[config.mk]
export PLATFORM = sky130hd
export DESIGN_NAME = keypad_scan4x4
export DESIGN_NICKNAME = d
export VERILOG_FILES = /design/src/rtl/keypad_scan4x4.sv
export SDC_FILE = /design/constraint.sdc
export NUM_CORES = 1
export LEC_CHECK = 0
export ABC_AREA = 1
export CAP_MARGIN = 20
export CORE_AREA = 2 2 75 77
export CTS_CLUSTER_DIAMETER = 100
export DETAILED_ROUTE_END_ITERATION = 8
export DIE_AREA = 0 0 77 79
export GPL_ROUTABILITY_DRIVEN = 0
export HOLD_SLACK_MARGIN = 0.02
export SYNTH_ARGS = -nofsm -noshare
export SYNTH_HDL_FRONTEND = slang
export SYNTH_SLANG_ARGS = --single-unit
[constraint.sdc]
create_clock -name clk -period 2 [get_ports clk]
set_clock_uncertainty 0.15 [all_clocks]
set_input_delay 0.6 -clock clk [delete_from_list [all_inputs] [get_ports clk]]
set_output_delay 0.6 -clock clk [all_outputs]
set_load 0.01 [all_outputs]
[src/rtl/keypad_scan4x4.sv]
// =============================================================================
//  Module   : keypad_scan4x4
//  Brief    : 4x4 matrix keypad scanner with press/release debounce and a
//             one-clock key_valid strobe. Optional auto-repeat: KEYPAD_REPEAT_EN.
//  Revision : 1.0 - initial release
// =============================================================================
`default_nettype none

module keypad_scan4x4 #(
    parameter int SCAN_DIV       = 200000,
    parameter int DEBOUNCE_SCANS = 4,
    parameter int REPEAT_TICKS   = 250
) (
    input  logic       clk,
    input  logic       rst,
    input  logic [3:0] row_n,
    output logic [3:0] col_n,
    output logic [3:0] key_code,
    output logic       key_valid,
    output logic       key_held
);

    localparam int DIV_W = (SCAN_DIV > 2) ? $clog2(SCAN_DIV) : 1;
    localparam int CNT_W = $clog2(DEBOUNCE_SCANS + 1);
    localparam logic [DIV_W-1:0] C_DIV_LAST = DIV_W'(SCAN_DIV - 1);
    localparam logic [CNT_W-1:0] C_DEB_LAST = CNT_W'(DEBOUNCE_SCANS - 1);
    localparam bit               C_DEB_ONE  = (DEBOUNCE_SCANS == 1);

    localparam logic [1:0] S_SCAN      = 2'd0;
    localparam logic [1:0] S_DEB_PRESS = 2'd1;
    localparam logic [1:0] S_HELD      = 2'd2;
    localparam logic [1:0] S_DEB_REL   = 2'd3;

    logic [3:0]       r_row_s1;
    logic [3:0]       r_row_s2;
    logic [DIV_W-1:0] r_div;
    logic [1:0]       r_col_idx;
    logic [1:0]       r_state;
    logic [1:0]       w_state_next;
    logic [1:0]       r_cand_row;
    logic [1:0]       r_cand_col;
    logic [CNT_W-1:0] r_cnt;
    logic [3:0]       r_key_code;
    logic             r_key_valid;
    logic             r_key_held;

    logic       w_tick;
    logic       w_any_low;
    logic       w_cand_low;
    logic [1:0] w_low_row;
    logic       w_latch;
    logic       w_accept;
    logic       w_release;
    logic       w_advance;
    logic       w_cnt_start;
    logic       w_cnt_inc;
    logic [3:0] w_code_next;
    logic       w_rep_fire;

    // Out-of-range parameters elaborate this empty block; it has no hardware.
    if (SCAN_DIV < 2 || DEBOUNCE_SCANS < 1 || REPEAT_TICKS < 1) begin : g_bad_params
    end

    assign w_tick     = (r_div == C_DIV_LAST);
    assign w_any_low  = ~&r_row_s2;
    assign w_cand_low = ~r_row_s2[r_cand_row];

    // Lowest-numbered active row wins when several rows are pulled low.
    always_comb begin
        w_low_row = 2'd0;
        for (int i = 3; i >= 0; i--) begin
            if (!r_row_s2[i]) w_low_row = 2'(i);
        end
    end

    always_ff @(posedge clk) begin
        if (rst) r_state <= S_SCAN;
        else     r_state <= w_state_next;
    end

    always_comb begin
        w_state_next = r_state;
        if (w_tick) begin
            case (r_state)
                S_SCAN:      if (w_any_low)   w_state_next = C_DEB_ONE ? S_HELD : S_DEB_PRESS;
                S_DEB_PRESS: if (!w_cand_low) w_state_next = S_SCAN;
                             else if (r_cnt == C_DEB_LAST) w_state_next = S_HELD;
                S_HELD:      if (!w_cand_low) w_state_next = C_DEB_ONE ? S_SCAN : S_DEB_REL;
                S_DEB_REL:   if (w_cand_low)  w_state_next = S_HELD;
                             else if (r_cnt == C_DEB_LAST) w_state_next = S_SCAN;
                default:     w_state_next = S_SCAN;
            endcase
        end
    end

    always_comb begin
        w_latch     = w_tick && (r_state == S_SCAN) && w_any_low;
        w_accept    = w_tick && (w_state_next == S_HELD)
                      && ((r_state == S_SCAN) || (r_state == S_DEB_PRESS));
        w_release   = w_tick && (w_state_next == S_SCAN)
                      && ((r_state == S_HELD) || (r_state == S_DEB_REL));
        // Column only moves when the scanner is (back) in SCAN; it is frozen otherwise.
        w_advance   = w_tick && (w_state_next == S_SCAN);
        w_cnt_start = w_tick && (((r_state == S_SCAN) && w_any_low)
                                 || ((r_state == S_HELD) && !w_cand_low));
        w_cnt_inc   = w_tick && (((r_state == S_DEB_PRESS) && w_cand_low)
                                 || ((r_state == S_DEB_REL) && !w_cand_low));
        w_code_next = (r_state == S_SCAN) ? {w_low_row, r_col_idx} : {r_cand_row, r_cand_col};
    end

`ifdef KEYPAD_REPEAT_EN
    localparam int REP_W = $clog2(REPEAT_TICKS + 1);
    localparam logic [REP_W-1:0] C_REP_LAST = REP_W'(REPEAT_TICKS - 1);
    logic [REP_W-1:0] r_rep;

    assign w_rep_fire = w_tick && (r_state == S_HELD) && (w_state_next == S_HELD)
                        && (r_rep == C_REP_LAST);

    always_ff @(posedge clk) begin
        if (rst || (r_state != S_HELD) || (w_state_next != S_HELD)) r_rep <= '0;
        else if (w_rep_fire)                                        r_rep <= '0;
        else if (w_tick)                                            r_rep <= r_rep + 1'b1;
    end
`else
    assign w_rep_fire = 1'b0;
`endif

    always_ff @(posedge clk) begin
        if (rst) begin
            r_row_s1    <= 4'b1111;
            r_row_s2    <= 4'b1111;
            r_div       <= '0;
            r_col_idx   <= 2'd0;
            r_cand_row  <= 2'd0;
            r_cand_col  <= 2'd0;
            r_cnt       <= '0;
            r_key_code  <= 4'd0;
            r_key_valid <= 1'b0;
            r_key_held  <= 1'b0;
        end else begin
            r_row_s1    <= row_n;
            r_row_s2    <= r_row_s1;
            r_div       <= w_tick ? '0 : r_div + 1'b1;
            r_key_valid <= w_accept || w_rep_fire;
            if (w_advance) r_col_idx <= r_col_idx + 1'b1;
            if (w_latch) begin
                r_cand_row <= w_low_row;
                r_cand_col <= r_col_idx;
            end
            if (w_cnt_start)    r_cnt <= CNT_W'(1);
            else if (w_cnt_inc) r_cnt <= r_cnt + 1'b1;
            if (w_accept)       r_key_code <= w_code_next;
            if (w_accept)       r_key_held <= 1'b1;
            else if (w_release) r_key_held <= 1'b0;
        end
    end

    assign col_n     = ~(4'b0001 << r_col_idx);
    assign key_code  = r_key_code;
    assign key_valid = r_key_valid;
    assign key_held  = r_key_held;

endmodule

`default_nettype wire
==> flow_summary.toml, run 1 <==
[synthesis]
ys_ff_latch = 43
synth_edf_count = 0
synth.most_common_cell = "nand2_1"
syn-num-nets = 279
yosys.area.top_type = "dfxtp_1"
yosysWarningCount = 0
synthDistinctLibCells = 30
syn_inst = 266
syn_area_um2 = 2030
synth_top_cell_area_share_pct = 42.5
synth_area_leaders = "dfxtp_1 (42%), nand2_1 (8.7%), nor2_1 (6.7%)"
yosysSeqAreaShare_pct = 42.5
synthArstFlopShare_pct = 0
synthTopCellsByCount = "nand2_1 (47), dfxtp_1 (43), nor2_1 (36)"
avgSynthCellArea_um2 = 7.62
synth-main-ff-cell = "dfxtp_1"

[min_path]
hold_path_end = "r_row_s2[1]"
hold_class = "flip-flop to flip-flop"
whs_path_depth = 1
worstHoldStart = "r_row_s1[1]"

[grt]
grt_pass1_wl_mm = 6.33
antenna_found_initial = 0
grt_pass1_vias = 1503
grtUsageTotal_pct = 12.9
grt_max_degree = 16
gr-total-overflow = 0

[sta]
worst_pin_slew_ns = 0.436
maxSlewHeadroom_pct = 70.9
hold_viol = 0
min_period_ns = 1.92
fmax_ghz = 0.520
final.period_utilization_pct = 96.2
slew_violations = 0
setup_ws_ns = 0.0770
tns_ns = 0
whs_ns = 0.263
grt_setup_unrepaired = "no"
finalSetupViolCount = 0

[place]
io_buffers = 15
pre_cts_slack_ns = 0.0153
dpl.hpwl_mm = 2.63

[layout]
diodes = 0
num-fill-cells = 565
multiInputGateArea_um2 = 1030
syn2layout_area_growth_pct = 18.6
nNetsFinal = 306
ff_latch_area_um2 = 863
final_util_pct = 45.0
layout-drive-gt1-share_pct = 19.4

[drt]
ant_nets = 0
wirelength_mm = 3.51
drc = 0
drt_pass1_iterations = 4
vias_per_cell = 4.47
vias = 1637
drtIter0Drc = 59
routedWlPerCell_um = 9.59

[worst_setup_path]
crit_chain = "clkdlybuf4s50_1"
crit_path_max_fanout = 2
reg2reg_depth = 12
cp-end-kind = "primary output"
cpPeakStageDelay_ns = 0.53
worstPathRequired_ns = 1.25
cp-start-kind = "flip-flop"
critPathSlowestCell = "clkdlybuf4s50_1"
timing.rr.start = "r_div[0]"
worstSetupPathType = "flip-flop to primary output"
cp.arrival_ns = 1.17
r2r_setup_slack_ns = 0.13
crit_buf_inv = 1
reg2reg_to = "key_held"
crit_family = "buffers and inverters"

[clocking]
cts_tree = "built"
clk_latency_ns = 0.30
cts_max_level = 2
clkSinkCount = 43
cts_root_buf = "clkbuf_8"
cts.clk_slew.worst_paths_ns = 0.09
clk_path_buf_depth = 2
cts_buffers = 5
holdBufCountCts = 0

[power]
p_int_uw = 1140
power_frac_seq_pct = 58.4
p_leak_uw = 0.000995
power_frac_clock_pct = 37.2
powerDensity_nw_per_um2 = 624
vdd_drop_max_uv = 438
netSwitchingFraction_pct = 23.8
combPwrFrac_pct = 4.4
p_sw_uw = 356

[floorplan]
die_area_um2 = 6080
die_h_um = 79
core_area_um2 = 5340
fp.dieW_um = 77
start_util_pct = 38.0
pin_count = 16
fp-row-count = 27

[run_status]
status = "finished clean"

[flow_run]
cap_viol_max_count = 0
==> layout by cell type, fill, tap and decap left out, types with 2 or more instances in the layout <==
cell,n
a211oi_1,3
a21oi_1,16
buf_4,6
clkbuf_2,4
clkbuf_8,5
clkdlybuf4s50_1,11
clkinvlp_4,2
dfxtp_1,41
dfxtp_2,2
ha_1,6
inv_1,31
inv_2,5
nand2_1,47
nand2_2,5
nand3_1,11
nand3_2,2
nand4_1,4
nor2_1,36
nor2_2,6
nor2_4,5
nor3_4,2
o21a_1,2
o21ai_0,15
or2_2,9
xnor2_1,5
xor2_1,3
==> sequential cells by signal (all words and copies together) (netlist names), 2 cells and up <==
signal,flops
r_row_s1,4
r_col_idx,2
key_code,4
r_cnt,3
r_cand_col,2
r_div,18
r_state,2
r_row_s2,4
r_cand_row,2
==> worst max path at each step <==
stage | startpoint | endpoint | slack, ns | cells after the start
CTS | r_col_idx[0] | col_n[2] | 0.005 | 4
global placement | r_col_idx[1] | col_n[0] | 0.05 | 4
finish | key_held | key_held | 0.08 | 1
global route | r_div[0] | key_held | 0.01 | 12
detailed placement | r_col_idx[1] | col_n[0] | 0.02 | 4
floorplan | r_div[0] | key_held | 0.28 | 12
==> worst register-to-register path: stages, from the launching register on <==
cell     delay [ns]
dfxtp_1        0.36
ha_2           0.21
nand2_2        0.08
nor3_4         0.19
inv_2          0.07
nor2_4         0.13
nand2_2        0.09
nand2_1        0.11
nand2_2        0.07
nor2_4         0.15
nand2_1        0.07
nand2_1        0.06
nand2_1        0.04
==> logic make-up (layout without fill, tap and decap cells) <==
group           after synthesis  after routing  synth area share (%)
compound gates               38             38                  10.2
xor+xnor                      8              8                  3.46
fa+ha+maj                     7              7                  4.32
buf+inv                      38             66                  7.10
flops                        43             43                  42.5
simple gates                132            132                  32.5
==> layout make-up <==
type / count / area share (%)
Clock buffer: 5 / 2.86
Clock inverter: 3 / 0.833
Inverter: 36 / 5.62
Multi-Input combinational cell: 185 / 42.9
Sequential cell: 43 / 35.9
Tap cell: 72 / 3.75
Timing Repair Buffer: 22 / 8.12
==> what timing repair did <==
| action | CTS | global route |
|---|---|---|
| pin swaps | 0 | 0 |
| gates resized for setup | 9 | 7 |
| buffers inserted | 0 | 0 |
| setup endpoints to repair | 4 | 7 |
==> per-layer routing <==
layer  global-route usage (%)  share of wire, %  up-vias
met5                        0                 0        -
met4                     6.96               2.5        0
met3                     2.73               2.4        6
met2                     21.5                44       16
met1                     15.6                51      718
li1                         -                 -      897
==> per-stage QoR <==
step	power (µW)	cell area [µm²]	std cells
after floorplan	933	2030	266
after global placement	962	2320	358
after detailed placement	962	2320	358
after CTS	1520	2410	366
after global routing	1570	2400	366
final	1500	2400	366
==> power by group through the flow <==
| stage | logic [µW] | registers, µW | clock network [µW] |
|---|---|---|---|
| after floorplan | 38.9 | 894 | 0 |
| after global placement | 66.6 | 895 | 0 |
| after detailed placement | 66.8 | 895 | 0 |
| after CTS | 67.0 | 875 | 576 |
| after global routing | 77.3 | 877 | 613 |
| final | 66.5 | 875 | 558 |
Note: power is estimated with default switching activity, not from simulation.
==> run 2: changes to the inputs <==
==> constraint.sdc (replaced) <==
create_clock -name clk -period 1.7 [get_ports clk]
set_clock_uncertainty 0.15 [all_clocks]
set_input_delay 0.51 -clock clk [delete_from_list [all_inputs] [get_ports clk]]
set_output_delay 0.51 -clock clk [all_outputs]
set_load 0.01 [all_outputs]
==> flow_summary.toml, run 2 (synthesis gave the netlist of run 1 again) <==
[worst_setup_path]
cp-start-kind = "flip-flop"
r2r_setup_slack_ns = -0.02
crit_buf_inv = 3
crit_chain = "inv_4, ha_1, inv_1, buf_2"
cp-end-kind = "primary output"
critPathSlowestCell = "dfxtp_2"
cpPeakStageDelay_ns = 0.41
crit_family = "flip-flops"
worstPathRequired_ns = 1.04
cp.arrival_ns = 1.09
crit_path_max_fanout = 4
worstSetupPathType = "flip-flop to primary output"

[layout]
final_util_pct = 54.8
largest_reg_flops = 18
diodes = 0
layout-drive-gt1-share_pct = 40.8
nNetsFinal = 351
regMostFlops = "r_div"
num-fill-cells = 531
final_cell_mix = "buf_4 (48), nand2_1 (40), nor2_1 (33), dfxtp_1 (32), inv_1 (24)"
syn2layout_area_growth_pct = 44.2
final_common_cell = "buf_4"

[sta]
maxSlewHeadroom_pct = 81.7
hold_viol = 0
fmax_ghz = 0.571
final.period_utilization_pct = 103
worst_pin_slew_ns = 0.274
grt_setup_unrepaired = "yes"
tns_ns = -0.0822
finalSetupViolCount = 5
min_period_ns = 1.75
slew_violations = 0
setup_ws_ns = -0.0508

[power]
powerDensity_nw_per_um2 = 644
p_leak_uw = 0.00129
vdd_drop_max_uv = 556

[grt]
antenna_found_initial = 0
grt_max_degree = 16
grt_pass1_wl_mm = 7.16
grt_pass1_vias = 1706
gr-total-overflow = 0
grtUsageTotal_pct = 14.5

[drt]
routedWlPerCell_um = 10.3
drc = 0
drtIter0Drc = 40
wirelength_mm = 4.21
drt_pass1_iterations = 4
vias = 1846
ant_nets = 0
vias_per_cell = 4.50

[floorplan]
fp.dieW_um = 77
die_h_um = 79
start_util_pct = 38.0
die_area_um2 = 6080
core_area_um2 = 5340
pin_count = 16
fp-row-count = 27

[min_path]
hold_class = "flip-flop to flip-flop"

[run_status]
status = "finished, violations left"
violations = "negative setup slack"

[clocking]
holdBufCountCts = 0
cts.clk_slew.worst_paths_ns = 0.07
clk_latency_ns = 0.29
cts_root_buf = "clkbuf_8"
clk_path_buf_depth = 2
cts_max_level = 2
clkSinkCount = 43
cts_buffers = 5
cts_tree = "built"

[place]
io_buffers = 15
dpl.hpwl_mm = 2.99

[flow_run]
cap_viol_max_count = 0
==> run 2: changes by cell type in the layout (fill, tap and decap cells not counted), sizes merged <==
cell	delta
buf	+49
clkdlybuf4s50	-6
dlygate4sd2	+6
clkbuf	-3
clkinvlp	-2
bufinv	+1
clkinv	-1
==> run 2: power breakdown <==
part	switching, µW	total (µW)	internal [µW]
logic	45.2	87.7	42.6
registers	11.9	1030	1020
clock network	332	763	431
total	389	1880	1490
==> run 2: worst reg2reg max path, stage by stage (launching register included) <==
cell      delay, ns
dfxtp_2        0.41
inv_4          0.06
buf_6          0.11
buf_4          0.12
buf_4          0.12
buf_4          0.12
buf_4          0.11
buf_4          0.11
buf_4          0.13
a211oi_2       0.21
==> run 2: worst paths after layout <==
| check | startpoint | cells past startpoint | end |
|---|---|---|---|
| worst max register to register | r_col_idx[1] | 9 | r_cand_col[1] |
| worst min-delay path | r_row_s1[1] | 1 | r_row_s2[1] |
| worst max-delay path | r_col_idx[1] | 4 | col_n[0] |
| worst min register to register | r_row_s1[1] | 1 | r_row_s2[1] |
==> run 2: repair_timing <==
action                     CTS  global route
pin swaps                    9            13
setup buffers               11             4
resized for setup           46            39
setup endpoints to repair   41            31
==> run 2: final cells by class <==
| type | instances | area (µm²) | share of cell area [%] |
|---|---|---|---|
| clock inverters | 1 | 30.0 | 1.03 |
| multi-input cells | 185 | 1170 | 40.1 |
| well taps | 72 | 90.1 | 3.08 |
| inverters | 36 | 140 | 4.79 |
| repair buffers | 67 | 541 | 18.5 |
| flip-flops and latches | 43 | 877 | 30.0 |
| clock buffers | 6 | 72.6 | 2.48 |
==> run 2: per-layer routing <==
layer / global-route usage, % / up-vias / share of wire (%)
met5: 0 / - / 0
met4: 4.29 / 0 / 1.1
met3: 4.55 / 4 / 3.4
met2: 24.1 / 18 / 50
met1: 18.1 / 834 / 46
li1: - / 990 / -
==> run 2: per-stage QoR <==
stage          std cells  setup slack [ns]  hold slack [ns]  cell area [µm²]  power, µW
2_1_floorplan        266            0.0185            0.239             2030       1100
3_3_place_gp         388            -0.147            0.241             2540       1130
3_5_place_dp         388            -0.183            0.243             2540       1130
4_1_cts              406           -0.0134            0.262             2770       1900
5_1_grt              410            -0.147            0.277             2920       1970
6_report             410           -0.0508            0.260             2920       1880
==> run 3: changes to the inputs <==
--- a/config.mk
+++ b/config.mk
@@ -8,7 +8,7 @@
 export ABC_AREA = 1
 export CAP_MARGIN = 20
 export CORE_AREA = 2 2 75 77
-export CTS_CLUSTER_DIAMETER = 100
+export CTS_CLUSTER_DIAMETER = 30
 export DETAILED_ROUTE_END_ITERATION = 8
 export DIE_AREA = 0 0 77 79
 export GPL_ROUTABILITY_DRIVEN = 0
==> results of run 3 <==
Final layout, timing and power as in run 2 (identical DEF).
